<file path="src/rtl/multi_cycle_controller_pkg.sv">
// Shared constants for the multi-cycle MIPS controller: opcodes, functs,
// ALU operation codes, datapath mux selects and the FSM state encoding.
// Pure declarations; no logic, no latency, no flow control.
package multi_cycle_controller_pkg;

    // Instruction opcodes, Inst[31:26]
    localparam logic [5:0] OP_RTYPE = 6'b000000;
    localparam logic [5:0] OP_J     = 6'b000010;
    localparam logic [5:0] OP_JAL   = 6'b000011;
    localparam logic [5:0] OP_BEQ   = 6'b000100;
    localparam logic [5:0] OP_BNE   = 6'b000101;
    localparam logic [5:0] OP_ADDI  = 6'b001000;
    localparam logic [5:0] OP_SLTI  = 6'b001010;
    localparam logic [5:0] OP_LW    = 6'b100011;
    localparam logic [5:0] OP_SW    = 6'b101011;

    // R-type function codes, Inst[5:0]
    localparam logic [5:0] FN_JR  = 6'b001000;
    localparam logic [5:0] FN_ADD = 6'b100000;
    localparam logic [5:0] FN_SUB = 6'b100010;
    localparam logic [5:0] FN_AND = 6'b100100;
    localparam logic [5:0] FN_OR  = 6'b100101;
    localparam logic [5:0] FN_SLT = 6'b101010;

    typedef enum logic [2:0] {
        ALU_AND = 3'b000,
        ALU_OR  = 3'b001,
        ALU_ADD = 3'b010,
        ALU_SUB = 3'b110,
        ALU_SLT = 3'b111
    } alu_opc_t;

    // Register-file write address select
    localparam logic [1:0] REG_DST_RT = 2'b00;
    localparam logic [1:0] REG_DST_RD = 2'b01;
    localparam logic [1:0] REG_DST_RA = 2'b10;

    // Register-file write data select
    localparam logic [1:0] M2R_ALUOUT = 2'b00;
    localparam logic [1:0] M2R_MDR    = 2'b01;
    localparam logic [1:0] M2R_PC     = 2'b10;

    // ALU operand selects
    localparam logic       SRCA_PC      = 1'b0;
    localparam logic       SRCA_A       = 1'b1;
    localparam logic [1:0] SRCB_B       = 2'b00;
    localparam logic [1:0] SRCB_FOUR    = 2'b01;
    localparam logic [1:0] SRCB_IMM     = 2'b10;
    localparam logic [1:0] SRCB_IMM_SH2 = 2'b11;

    // Next-PC select
    localparam logic [1:0] PCSRC_ALU    = 2'b00;
    localparam logic [1:0] PCSRC_ALUOUT = 2'b01;
    localparam logic [1:0] PCSRC_JUMP   = 2'b10;
    localparam logic [1:0] PCSRC_A      = 2'b11;

    typedef enum logic [3:0] {
        FETCH  = 4'd0,
        DECODE = 4'd1,
        MEMADR = 4'd2,
        MEMRD  = 4'd3,
        MEMWB  = 4'd4,
        MEMWR  = 4'd5,
        RTEX   = 4'd6,
        RTWB   = 4'd7,
        BRANCH = 4'd8,
        JUMP   = 4'd9,
        IMMEX  = 4'd10,
        IMMWB  = 4'd11,
        JAL    = 4'd12,
        JR     = 4'd13
    } state_t;

endpackage

</file>
<file path="src/rtl/multi_cycle_controller_if.sv">
// Controller <-> datapath bundle: instruction fields and zero flag in, control strobes out.
// Wires only; zero latency.
// No backpressure: the datapath consumes the controls every cycle.
//   master : controller side (reads opcode/funct/zero, drives controls and state)
//   slave  : datapath side (drives opcode/funct/zero, reads controls)
interface multi_cycle_controller_if;
    import multi_cycle_controller_pkg::*;

    logic [5:0] opcode;
    logic [5:0] funct;
    logic       zero;

    logic       pc_en;
    logic       i_or_d;
    logic       mem_read;
    logic       mem_write;
    logic       ir_write;
    logic       reg_write;
    logic [1:0] reg_dst;
    logic [1:0] mem_to_reg;
    logic       alu_src_a;
    logic [1:0] alu_src_b;
    alu_opc_t   alu_opc;
    logic [1:0] pc_src;
    state_t     state;      // current FSM state, for observation

    modport master (
        input  opcode, funct, zero,
        output pc_en, i_or_d, mem_read, mem_write, ir_write, reg_write,
               reg_dst, mem_to_reg, alu_src_a, alu_src_b, alu_opc, pc_src, state
    );

    modport slave (
        output opcode, funct, zero,
        input  pc_en, i_or_d, mem_read, mem_write, ir_write, reg_write,
               reg_dst, mem_to_reg, alu_src_a, alu_src_b, alu_opc, pc_src, state
    );

endinterface

</file>
<file path="src/rtl/alu_control.sv">
// Maps an R-type funct field to the ALU operation code.
// Combinational, zero latency.
// No backpressure.
//   funct   : Inst[5:0]
//   alu_opc : ALU operation; unrecognised functs fall back to add
module alu_control
    import multi_cycle_controller_pkg::*;
(
    input  logic [5:0] funct,
    output alu_opc_t   alu_opc
);

    always_comb begin
        alu_opc = ALU_ADD;
        case (funct)
            FN_ADD:  alu_opc = ALU_ADD;
            FN_SUB:  alu_opc = ALU_SUB;
            FN_AND:  alu_opc = ALU_AND;
            FN_OR:   alu_opc = ALU_OR;
            FN_SLT:  alu_opc = ALU_SLT;
            default: alu_opc = ALU_ADD;
        endcase
    end

endmodule

</file>
<file path="src/rtl/multi_cycle_controller.sv">
// Moore FSM sequencing the multi-cycle MIPS datapath (14 states).
// Latency: lw 5 cycles; sw/R-type/addi/slti 4; beq/bne/j/jal/jr 3; unknown opcodes 2.
// No backpressure; one state step per clock.
//   clock : rising-edge clock
//   rst   : synchronous active-high reset; forces FETCH and masks the state-changing strobes
//   ctrl  : opcode/funct/zero in, datapath controls and current state out
module multi_cycle_controller
    import multi_cycle_controller_pkg::*;
(
    input  logic                      clock,
    input  logic                      rst,
    multi_cycle_controller_if.master  ctrl
);

    state_t     state_q;
    state_t     state_d;
    alu_opc_t   funct_opc;

    logic       pc_en_c;
    logic       i_or_d_c;
    logic       mem_read_c;
    logic       mem_write_c;
    logic       ir_write_c;
    logic       reg_write_c;
    logic [1:0] reg_dst_c;
    logic [1:0] mem_to_reg_c;
    logic       alu_src_a_c;
    logic [1:0] alu_src_b_c;
    alu_opc_t   alu_opc_c;
    logic [1:0] pc_src_c;

    alu_control u_alu_control (
        .funct   (ctrl.funct),
        .alu_opc (funct_opc)
    );

    // State register
    always_ff @(posedge clock) begin
        if (rst) begin
            state_q <= FETCH;
        end else begin
            state_q <= state_d;
        end
    end

    // Next-state logic. opcode/funct come from the instruction register,
    // which holds the current instruction from DECODE onward.
    always_comb begin
        state_d = FETCH;
        case (state_q)
            FETCH:  state_d = DECODE;
            DECODE: begin
                case (ctrl.opcode)
                    OP_LW, OP_SW:     state_d = MEMADR;
                    OP_RTYPE:         state_d = (ctrl.funct == FN_JR) ? JR : RTEX;
                    OP_BEQ, OP_BNE:   state_d = BRANCH;
                    OP_J:             state_d = JUMP;
                    OP_JAL:           state_d = JAL;
                    OP_ADDI, OP_SLTI: state_d = IMMEX;
                    default:          state_d = FETCH;   // unknown opcode: 2-cycle nop
                endcase
            end
            MEMADR: state_d = (ctrl.opcode == OP_SW) ? MEMWR : MEMRD;
            MEMRD:  state_d = MEMWB;
            RTEX:   state_d = RTWB;
            IMMEX:  state_d = IMMWB;
            default: state_d = FETCH;  // MEMWB, MEMWR, RTWB, BRANCH, JUMP, IMMWB, JAL, JR
        endcase
    end

    // Output logic: Moore except pc_en in BRANCH, which follows the zero flag.
    always_comb begin
        pc_en_c      = 1'b0;
        i_or_d_c     = 1'b0;
        mem_read_c   = 1'b0;
        mem_write_c  = 1'b0;
        ir_write_c   = 1'b0;
        reg_write_c  = 1'b0;
        reg_dst_c    = REG_DST_RT;
        mem_to_reg_c = M2R_ALUOUT;
        alu_src_a_c  = SRCA_PC;
        alu_src_b_c  = SRCB_B;
        alu_opc_c    = ALU_ADD;
        pc_src_c     = PCSRC_ALU;
        case (state_q)
            FETCH: begin
                mem_read_c  = 1'b1;
                ir_write_c  = 1'b1;
                alu_src_b_c = SRCB_FOUR;
                pc_en_c     = 1'b1;
            end
            DECODE: begin
                // Speculatively compute the branch target into ALUOut.
                alu_src_b_c = SRCB_IMM_SH2;
            end
            MEMADR: begin
                alu_src_a_c = SRCA_A;
                alu_src_b_c = SRCB_IMM;
            end
            MEMRD: begin
                mem_read_c = 1'b1;
                i_or_d_c   = 1'b1;
            end
            MEMWB: begin
                mem_to_reg_c = M2R_MDR;
                reg_write_c  = 1'b1;
            end
            MEMWR: begin
                mem_write_c = 1'b1;
                i_or_d_c    = 1'b1;
            end
            RTEX: begin
                alu_src_a_c = SRCA_A;
                alu_opc_c   = funct_opc;
            end
            RTWB: begin
                reg_dst_c   = REG_DST_RD;
                reg_write_c = 1'b1;
            end
            BRANCH: begin
                alu_src_a_c = SRCA_A;
                alu_opc_c   = ALU_SUB;
                pc_src_c    = PCSRC_ALUOUT;
                pc_en_c     = (ctrl.opcode == OP_BNE) ? ~ctrl.zero : ctrl.zero;
            end
            JUMP: begin
                pc_src_c = PCSRC_JUMP;
                pc_en_c  = 1'b1;
            end
            IMMEX: begin
                alu_src_a_c = SRCA_A;
                alu_src_b_c = SRCB_IMM;
                alu_opc_c   = (ctrl.opcode == OP_SLTI) ? ALU_SLT : ALU_ADD;
            end
            IMMWB: begin
                reg_write_c = 1'b1;
            end
            JAL: begin
                // PC was already incremented in FETCH, so it is the link value.
                reg_dst_c    = REG_DST_RA;
                mem_to_reg_c = M2R_PC;
                reg_write_c  = 1'b1;
                pc_src_c     = PCSRC_JUMP;
                pc_en_c      = 1'b1;
            end
            JR: begin
                pc_src_c = PCSRC_A;
                pc_en_c  = 1'b1;
            end
            default: ;
        endcase
    end

    // Architectural-state strobes are masked during reset so nothing is
    // committed from whatever state the FSM happens to be in.
    assign ctrl.pc_en      = pc_en_c     & ~rst;
    assign ctrl.ir_write   = ir_write_c  & ~rst;
    assign ctrl.reg_write  = reg_write_c & ~rst;
    assign ctrl.mem_write  = mem_write_c & ~rst;
    assign ctrl.i_or_d     = i_or_d_c;
    assign ctrl.mem_read   = mem_read_c;
    assign ctrl.reg_dst    = reg_dst_c;
    assign ctrl.mem_to_reg = mem_to_reg_c;
    assign ctrl.alu_src_a  = alu_src_a_c;
    assign ctrl.alu_src_b  = alu_src_b_c;
    assign ctrl.alu_opc    = alu_opc_c;
    assign ctrl.pc_src     = pc_src_c;
    assign ctrl.state      = state_q;

endmodule

</file>
<file path="src/flat_wrapper.sv">
// flat-port wrapper written by rule: the top's interface ports become plain ports
module multi_cycle_controller_flat import multi_cycle_controller_pkg::*;
  (clock, rst, ctrl_opcode, ctrl_funct, ctrl_zero, ctrl_pc_en, ctrl_i_or_d, ctrl_mem_read, ctrl_mem_write, ctrl_ir_write, ctrl_reg_write, ctrl_reg_dst, ctrl_mem_to_reg, ctrl_alu_src_a, ctrl_alu_src_b, ctrl_alu_opc, ctrl_pc_src, ctrl_state);
  multi_cycle_controller_if ctrl_i ();
  input  logic clock;
  input  logic rst;
  input wire logic [$bits(ctrl_i.opcode)-1:0] ctrl_opcode;
  input wire logic [$bits(ctrl_i.funct)-1:0] ctrl_funct;
  input wire logic [$bits(ctrl_i.zero)-1:0] ctrl_zero;
  output wire logic [$bits(ctrl_i.pc_en)-1:0] ctrl_pc_en;
  output wire logic [$bits(ctrl_i.i_or_d)-1:0] ctrl_i_or_d;
  output wire logic [$bits(ctrl_i.mem_read)-1:0] ctrl_mem_read;
  output wire logic [$bits(ctrl_i.mem_write)-1:0] ctrl_mem_write;
  output wire logic [$bits(ctrl_i.ir_write)-1:0] ctrl_ir_write;
  output wire logic [$bits(ctrl_i.reg_write)-1:0] ctrl_reg_write;
  output wire logic [$bits(ctrl_i.reg_dst)-1:0] ctrl_reg_dst;
  output wire logic [$bits(ctrl_i.mem_to_reg)-1:0] ctrl_mem_to_reg;
  output wire logic [$bits(ctrl_i.alu_src_a)-1:0] ctrl_alu_src_a;
  output wire logic [$bits(ctrl_i.alu_src_b)-1:0] ctrl_alu_src_b;
  output wire logic [$bits(ctrl_i.alu_opc)-1:0] ctrl_alu_opc;
  output wire logic [$bits(ctrl_i.pc_src)-1:0] ctrl_pc_src;
  output wire logic [$bits(ctrl_i.state)-1:0] ctrl_state;
  assign ctrl_i.opcode = ctrl_opcode;
  assign ctrl_i.funct = ctrl_funct;
  assign ctrl_i.zero = ctrl_zero;
  assign ctrl_pc_en = ctrl_i.pc_en;
  assign ctrl_i_or_d = ctrl_i.i_or_d;
  assign ctrl_mem_read = ctrl_i.mem_read;
  assign ctrl_mem_write = ctrl_i.mem_write;
  assign ctrl_ir_write = ctrl_i.ir_write;
  assign ctrl_reg_write = ctrl_i.reg_write;
  assign ctrl_reg_dst = ctrl_i.reg_dst;
  assign ctrl_mem_to_reg = ctrl_i.mem_to_reg;
  assign ctrl_alu_src_a = ctrl_i.alu_src_a;
  assign ctrl_alu_src_b = ctrl_i.alu_src_b;
  assign ctrl_alu_opc = ctrl_i.alu_opc;
  assign ctrl_pc_src = ctrl_i.pc_src;
  assign ctrl_state = ctrl_i.state;
  multi_cycle_controller u_core (.clock(clock), .rst(rst), .ctrl(ctrl_i));
endmodule
</file>
<file path="config.mk">
export PLATFORM = sky130hd
export DESIGN_NAME = multi_cycle_controller_flat
export DESIGN_NICKNAME = d
export VERILOG_FILES = /design/src/rtl/multi_cycle_controller_pkg.sv /design/src/rtl/multi_cycle_controller_if.sv /design/src/rtl/alu_control.sv /design/src/rtl/multi_cycle_controller.sv /design/src/flat_wrapper.sv
export SDC_FILE = /design/constraint.sdc
export NUM_CORES = 1
export LEC_CHECK = 0
export ABC_AREA = 1
export CAP_MARGIN = 30
export CORE_MARGIN = 2
export CORE_UTILIZATION = 38
export DETAILED_ROUTE_END_ITERATION = 8
export GPL_TIMING_DRIVEN = 0
export HOLD_SLACK_MARGIN = 0.06
export PLACE_DENSITY = 0.83
export SLEW_MARGIN = 20
export SYNTH_ARGS = -nofsm -noshare
export SYNTH_HDL_FRONTEND = slang
export SYNTH_HIERARCHICAL = 1
export SYNTH_SLANG_ARGS = --single-unit
</file>
<file path="constraint.sdc">
create_clock -name clock -period 1.6 [get_ports clock]
set_input_delay 0.48 -clock clock [delete_from_list [all_inputs] [get_ports clock]]
set_output_delay 0.48 -clock clock [all_outputs]
set_load 0.1 [all_outputs]
</file>
==> results of run 1 <==
-- cell families after synthesis --
group	Yosys count
AO/OA/AOI/OAI	9
buffers and inverters	31
flip-flops	4
AND/OR/NAND/NOR	91
-- through the flow --
| step | utilization (%) | instance area [sq um] | cells |
|---|---|---|---|
| global placement | 73.2 | 1240 | 187 |
| floorplan | - | 865 | 135 |
| detailed placement | 73.2 | 1240 | 187 |
==> metrics.csv, run 1 <==
stage;metric;value;unit
floorplan;Die Wd;45.7;microns
placement;DP Worst Slack;-1.73;ns
yosys;Post-Syn Instances;135;
yosys;mapped cell area;662;sq um
yosys;dominant cell by count in the synthesized netlist;nand2_1;
outcome;Log Error;[ERROR DPL-0033] detailed placement checks failed during check placement.;
yosys;Post-synth EDFFs;0;
cts;CTS buffer count;3;
yosys;top post-synthesis cells by area;nand2_1 (18%), nor2_1 (16%), nand3_1 (13%);
yosys;post-synth top area share;17.6;%
yosys;Synthesized Nets;150;
yosys;mux contribution to synthesized area;0;%
yosys;compound-gate portion of the synthesized area;8.88;%
yosys;post-synthesis xor/xnor area fraction;0;%
yosys;asr flop ratio synth;0;%
yosys;largest family of logic cells by synthesized area;simple AND/OR/NAND/NOR gates;
floorplan;IO Pins;37;
yosys;Seq/Total Area, Yosys;12.1;%
yosys;simple logic cell fraction of the synthesized area;61.4;%
cts;Post-CTS Hold Buffers;0;
yosys;synth cell count leaders;nand2_1 (31), nor2_1 (29), inv_1 (22);
floorplan;Cell Rows;15;
yosys;number of synthesis warnings;6;
cts;clock sink total;4;
cts;Clock Tree Buf Depth;2;
floorplan;Initial Util;39.2;%
outcome;status;stopped before the end;
yosys;library cells used by synthesis;17;
yosys;top_reg_cell synth;dfxtp_1;
cts;Post-CTS Repair Setup Buffers;21;
cts;root buf cell;clkbuf_4;
outcome;Halt Stage;4_1_cts;
yosys;Seq cells post-synth;4;
placement;Detail Placement HPWL;1780;microns
yosys;adder-cell share of the synthesized area;0;%
yosys;Synth Area per Inst;4.90;sq um
placement;routability cong.;0.872;
floorplan;Die Y;45.7;microns
cts;H-tree levels;1;
placement;Port Buffers;35;
cts;PostCTS Resize Cnt;257;
yosys;Synth area leader;nand2_1;
==> inputs of run 2 (changes only) <==
Settings changed: CORE_AREA set to 2 2 63 65, CORE_MARGIN 2 to not set, CORE_UTILIZATION 38 to not set, DIE_AREA set to 0 0 65 67, HOLD_SLACK_MARGIN 0.06 to not set, PLACE_DENSITY 0.83 to not set, PLACE_DENSITY_LB_ADDON set to 0.15.
==> run 2 against run 1 <==
The flow now finishes, with violations (setup timing). Synthesized area is the same. Synthesized cell count unchanged.
==> metrics.csv, run 2 <==
stage;metric;value;unit
setup_path;CP Class;primary input to primary output;
yosys;library cells used by synthesis;17;
yosys;asr flop ratio synth;0;%
route;Vias/cell;4.31;
floorplan;Initial Util;18.4;%
cts;Clock Tree Buf Depth;2;
setup_path;crit end category;primary output;
timing;Final setup viols;18;
route;Via Count;1042;
final_layout;layout cells sized above 1;63.4;%
yosys;post-synth top area share;17.6;%
setup_path;CP required;1.12;ns
yosys;synth cell count leaders;nand2_1 (31), nor2_1 (29), inv_1 (22);
cts;root buf cell;clkbuf_8;
final_layout;nets@finish;211;
pwr;Static Leak;0.838;nW
yosys;Synth area leader;nand2_1;
yosys;dominant cell by count in the synthesized netlist;nand2_1;
timing;Final Cycle Share;120;%
global_route;initial antenna violation count;0;
route;drt drc;0;
yosys;Synthesized Nets;150;
global_route;gr ovfl total;0;
final_layout;max FFs per register;4;
timing;fmax;0.521;GHz
route;WL/cell;11.5;microns
cts;CTS buffer count;3;
outcome;failing checks;setup timing;
timing;clk_skew;0.000228;ns
route;Iter 0 DRT Violations;23;
floorplan;Die Wd;65;microns
global_route;first-pass GRT wire length;4360;microns
yosys;top_reg_cell synth;dfxtp_1;
setup_path;crit path max fanout;2;
route;DR pass1 iterations;5;
cts;clock slew at reported path FFs;0.03;ns
yosys;top post-synthesis cells by area;nand2_1 (18%), nor2_1 (16%), nand3_1 (13%);
job;Max Cap Violations;0;
timing;hold slack;0.654;ns
yosys;Synth Area per Inst;4.90;sq um
timing;Setup TNS;-2.95;ns
final_layout;final non-filler cell total;242;
cts;Clk Latency, worst-skew pair;0.21;ns
yosys;Seq/Total Area, Yosys;12.1;%
pwr;pwr dens;383;mW/mm^2
yosys;number of synthesis warnings;6;
timing;Worst-Margin Slew;0.485;ns
timing;post-route minimum period;1.92;ns
route;Routed Antenna Nets;0;
floorplan;Die ar.;0.00436;sq mm
yosys;Post-synth EDFFs;0;
cts;CTS tree;yes;
route;Routed Wire Length;2780;microns
placement;routability cong.;0.908;
global_route;vias in the first global route;1052;
floorplan;IO Pins;37;
final_layout;most frequent cells in the layout;buf_6 (18), nand2_1 (18), buf_12 (17), nor2_4 (17), nor2_1 (16);
yosys;mapped cell area;662;sq um
yosys;Post-Syn Instances;135;
timing;unrepaired setup endpoints after global routing;yes;
global_route;largest net degree at the start of global routing;9;
placement;Port Buffers;35;
outcome;status;finished with violations;
timing;Fin. Hold Viols;0;
timing;Final Max Tran Viols;0;
pwr;VDD IR max;0.000261;V
timing;final worst slack;-0.320;ns
final_layout;Area Overhead vs Synth;181;%
floorplan;Die Y;67;microns
floorplan;core area;0.00361;sq mm
cts;clock sink total;4;
placement;Placed Cells;218;
setup_path;Critical Path AT;1.44;ns
setup_path;critical path launch point type;primary input;
final_layout;Ant. Diodes;0;
floorplan;Cell Rows;22;
cts;H-tree levels;1;
placement;Detail Placement HPWL;1950;microns
yosys;Seq cells post-synth;4;
min_path;HP Class;primary input to flop;
global_route;Total GRT Usage;12.9;%
timing;Slew headroom;67.9;%
run 2: repair_timing:
action	4_1_cts	5_1_grt
setup buffers	14	14
hold buffers	0	0
resized for setup	239	54
endpoints found under the hold margin	0	0
setup endpoints to repair	22	19
pin swaps	13	19
run 2: stage by stage:
| step | setup WS, ns | cell area, sq um | utilization [%] | power [W] |
|---|---|---|---|---|
| 6_report | -0.320 | 1860 | 51.6 | 0.000713 |
| 5_1_grt | -0.383 | 1860 | 51.6 | 0.000745 |
| 4_1_cts | -0.313 | 1620 | 44.8 | 0.000698 |
| 3_5_place_dp | -1.73 | 1270 | 35.4 | 0.000430 |
| 3_3_place_gp | -1.71 | 1270 | 35.4 | 0.000427 |
| 2_1_floorplan | -1.14 | 865 | - | 0.000339 |
run 2: layout make-up:
cell class,count,area (sq um)
Fill cell,368,1740
Clock buffer,3,41.3
Inverter,30,135
Buffer,1,5.00
Timing Repair Buffer,56,703
Tap cell,48,60.1
Multi-Input combinational cell,100,822
Sequential cell,4,95.1
run 2: layer usage:
layer / GRT usage [%] / wire [microns]
met5: 0 / 0
met4: 4.79 / 34
met3: 2.53 / 142
met2: 24.2 / 1530
met1: 14.2 / 1070
run 2: worst paths after layout:
path                         from                   end  slack [ns]  depth (start not counted)
max                ctrl_opcode[4]            ctrl_pc_en       -0.32                          7
min                           rst  u_core/ctrl.state[2]        0.65                          2
max reg2reg  u_core/ctrl.state[2]  u_core/ctrl.state[1]        0.43                          6
min reg2reg  u_core/ctrl.state[1]  u_core/ctrl.state[1]        0.74                          4
run 2: power breakdown:
| part | switching [W] | internal [W] | total [W] |
|---|---|---|---|
| sequential | 0.0000109 | 0.000100 | 0.000111 |
| clock | 0.0000464 | 0.000160 | 0.000206 |
| combinational | 0.000260 | 0.000136 | 0.000396 |
run 2: logic make-up (layout without fill, tap and decap cells):
kind of cell / Yosys count / after routing / synth area share (%)
AOI/OAI and AO/OA: 9 / 9 / 8.89
buffers and inverters: 31 / 90 / 17.6
DFF: 4 / 4 / 12.1
and+or+nand+nor: 91 / 91 / 61.4
run 2: critical path, cell delays in order:
cell and delay (ns):
buf_6 0.10, nor2_4 0.13, nand3_4 0.09, o21bai_1 0.18, nand3_2 0.12, a21oi_4 0.15, buf_12 0.19
Note: power is estimated with default switching activity, not from simulation.
==> inputs of run 3 (changes only) <==
Settings changed: CAP_MARGIN 30 to not set.
==> results of run 3 <==
Same layout as run 2: the final DEF is identical, and so are final timing and power.
==> inputs of run 4 (changes only) <==
Settings changed: ABC_AREA 1 to not set.
Clock period 1.6 ns to 2.25 ns, I/O delays scaled along.
==> run 4 against run 3 <==
The run still ends with setup timing left. Sequential power shrank 34%. Worst setup slack better by 0.24 ns. Die area did not move. Synthesized area grew 7.9%. Synthesized cell count decreased by 25%. Global-route usage up 1.1 points. Final area is 8.9% lower. Flip-flop and latch count did not move.
==> metrics.csv, run 4 <==
stage;metric;value;unit
setup_path;CP required;1.57;ns
pwr;VDD IR max;0.000145;V
setup_path;setup slack, reg-to-reg;0.85;ns
floorplan;Initial Util;19.8;%
floorplan;core area;0.00361;sq mm
global_route;Total GRT Usage;14.0;%
cts;root buf cell;clkbuf_8;
pwr;Design Power;0.000527;W
final_layout;Area Overhead vs Synth;137;%
timing;Setup TNS;-0.204;ns
setup_path;crit end category;primary output;
setup_path;crit path max fanout;3;
placement;Port Buffers;34;
yosys;top_reg_cell synth;dfxtp_1;
timing;Worst-Margin Slew;0.955;ns
timing;Final Cycle Share;104;%
outcome;status;finished with violations;
pwr;Static Leak;0.659;nW
floorplan;Die Y;67;microns
route;Routed Antenna Nets;0;
job;Max Cap Violations;0;
cts;clock slew at reported path FFs;0.03;ns
cts;Clock Tree Buf Depth;2;
yosys;Post-Syn Instances;101;
global_route;gr ovfl total;0;
cts;clock sink total;4;
floorplan;Die ar.;0.00436;sq mm
yosys;library cells used by synthesis;43;
yosys;synth cell count leaders;nor2_1 (16), nand2_1 (7), a21oi_1 (5), nand3_1 (5), nor3_1 (5);
setup_path;critical path launch point type;primary input;
setup_path;Crit Reg-Reg Endpoint;u_core/ctrl.state[2];
yosys;post-synth top area share;11.2;%
timing;clk_skew;0.000998;ns
route;DR pass1 iterations;4;
cts;CTS tree;yes;
yosys;adder-cell share of the synthesized area;1.40;%
final_layout;max FFs per register;4;
setup_path;Worst Setup EP;ctrl_alu_opc[2];
timing;fmax;0.429;GHz
route;Vias/cell;4.92;
pwr;pwr dens;311;mW/mm^2
route;Routed Wire Length;2850;microns
yosys;top post-synthesis cells by area;dfxtp_1 (11%), nor2_1 (8.4%), nor3b_1 (4.2%);
yosys;Seq/Total Area, Yosys;11.2;%
final_layout;nets@finish;172;
global_route;initial antenna violation count;0;
cts;Post-CTS Hold Buffers;0;
floorplan;IO Pins;37;
final_layout;most frequent cells in the layout;buf_4 (20), buf_6 (8), nor2_1 (8);
setup_path;R2R cell count;5;
yosys;compound-gate portion of the synthesized area;22.6;%
yosys;Synthesized Nets;116;
placement;Detail Placement HPWL;2000;microns
timing;post-route minimum period;2.33;ns
placement;routability cong.;0.781;
yosys;Seq cells post-synth;4;
route;Via Count;999;
timing;Final Max Tran Viols;0;
timing;Slew headroom;36.6;%
setup_path;Critical Path AT;1.65;ns
yosys;Synth Area per Inst;7.07;sq um
setup_path;CP Class;primary input to primary output;
setup_path;Worst Setup SP;ctrl_opcode[4];
yosys;Synth area leader;dfxtp_1;
cts;Clk Latency, worst-skew pair;0.21;ns
cts;H-tree levels;1;
timing;Final setup viols;4;
floorplan;Cell Rows;22;
setup_path;Reg2Reg Launch Point;u_core/ctrl.state[1];
final_layout;Ant. Diodes;0;
yosys;number of synthesis warnings;6;
timing;Fin. Hold Viols;0;
yosys;mux contribution to synthesized area;0;%
route;drt drc;0;
placement;DP Worst Slack;-1.57;ns
yosys;mapped cell area;714;sq um
yosys;asr flop ratio synth;0;%
yosys;dominant cell by count in the synthesized netlist;nor2_1;
yosys;simple logic cell fraction of the synthesized area;50.3;%
global_route;largest net degree at the start of global routing;11;
timing;final worst slack;-0.0791;ns
global_route;vias in the first global route;989;
final_layout;leading cell type in the layout, fill and taps excluded;buf_4;
cts;CTS buffer count;3;
final_layout;Core Util, Final;47.1;%
timing;unrepaired setup endpoints after global routing;yes;
yosys;post-synthesis xor/xnor area fraction;3.68;%
route;WL/cell;14.0;microns
route;Iter 0 DRT Violations;83;
min_path;HP Class;flop to flop;
outcome;failing checks;setup timing;
yosys;Post-synth EDFFs;0;
final_layout;layout cells sized above 1;66.5;%
floorplan;Die Wd;65;microns
global_route;first-pass GRT wire length;4680;microns
yosys;largest family of logic cells by synthesized area;simple AND/OR/NAND/NOR gates;
run 4: cell count changes after synthesis, moves of 3 or more:
cell      before  now
nor3_1         1    5
nor2_1        29   16
clkbuf_1       0    3
inv_1         22    2
nand2b_1       0    4
nand2_1       31    7
inv_2          8    0
nor2_2         7    0
nor3b_1        0    4
nand3_1       17    5
run 4: logic make-up after synthesis:
group / count (synthesis)
AOI/OAI and AO/OA: 22
xor gates and xnor gates: 3
adders and majority gates: 1
buffers and inverters: 11
DFF: 4
and+or+nand+nor: 60
run 4: area by class of cell:
| cell class | instances | area [sq um] |
|---|---|---|
| Sequential cell | 4 | 95.1 |
| Inverter | 2 | 7.51 |
| Multi-Input combinational cell | 86 | 845 |
| Timing Repair Buffer | 51 | 514 |
| Clock buffer | 3 | 41.3 |
| Tap cell | 48 | 60.1 |
| Fill cell | 347 | 1910 |
| Buffer | 9 | 134 |
run 4: critical path: stages:
cell and delay (ns):
buf_8 0.10, nor2_4 0.13, nand4_1 0.17, a21o_1 0.22
a21oi_4 0.17, buf_12 0.19
run 4: metrics by stage:
step / area (sq um) / hold WS [ns] / std cells
finish: 1700 / 0.559 / 203
global route: 1700 / 0.578 / 203
CTS: 1580 / 0.570 / 199
detailed placement: 1390 / 0.622 / 183
global placement: 1390 / 0.620 / 183
floorplan: 988 / 0.713 / 101
run 4: metal layers:
metal / up-vias / GRT usage, % / wire length, microns
met3: 4 / 1.18 / 110
li1: 484 / - / -
met5: - / 0 / 0
met1: 481 / 18.5 / 1240
met2: 30 / 23.3 / 1460
met4: 0 / 6.12 / 42
run 4: where the power goes:
group | switching [W] | leakage [nW] | internal (W)
Sequential | 0.00000239 | 0.0355 | 0.0000710
Clock | 0.0000356 | 0.0216 | 0.000114
Combinational | 0.000182 | 0.602 | 0.000123
Total | 0.000219 | 0.659 | 0.000308
run 4: repair_timing:
action / 4_1_cts / 5_1_grt
setup buffers: 13 / 4
pin swaps: 14 / 8
endpoints found under the setup margin: 22 / 14
gates resized for setup: 194 / 23
run 4: worst min path at each step:
stage,start,endpoint,slack (ns),cells after the start
after CTS,u_core/ctrl.state[3],u_core/ctrl.state[3],0.57,2
final,u_core/ctrl.state[3],u_core/ctrl.state[3],0.56,2
after floorplan,u_core/ctrl.state[3],u_core/ctrl.state[3],0.71,2
after global routing,u_core/ctrl.state[3],u_core/ctrl.state[3],0.58,2
after global placement,u_core/ctrl.state[3],u_core/ctrl.state[3],0.62,2
after detailed placement,u_core/ctrl.state[2],u_core/ctrl.state[2],0.62,3
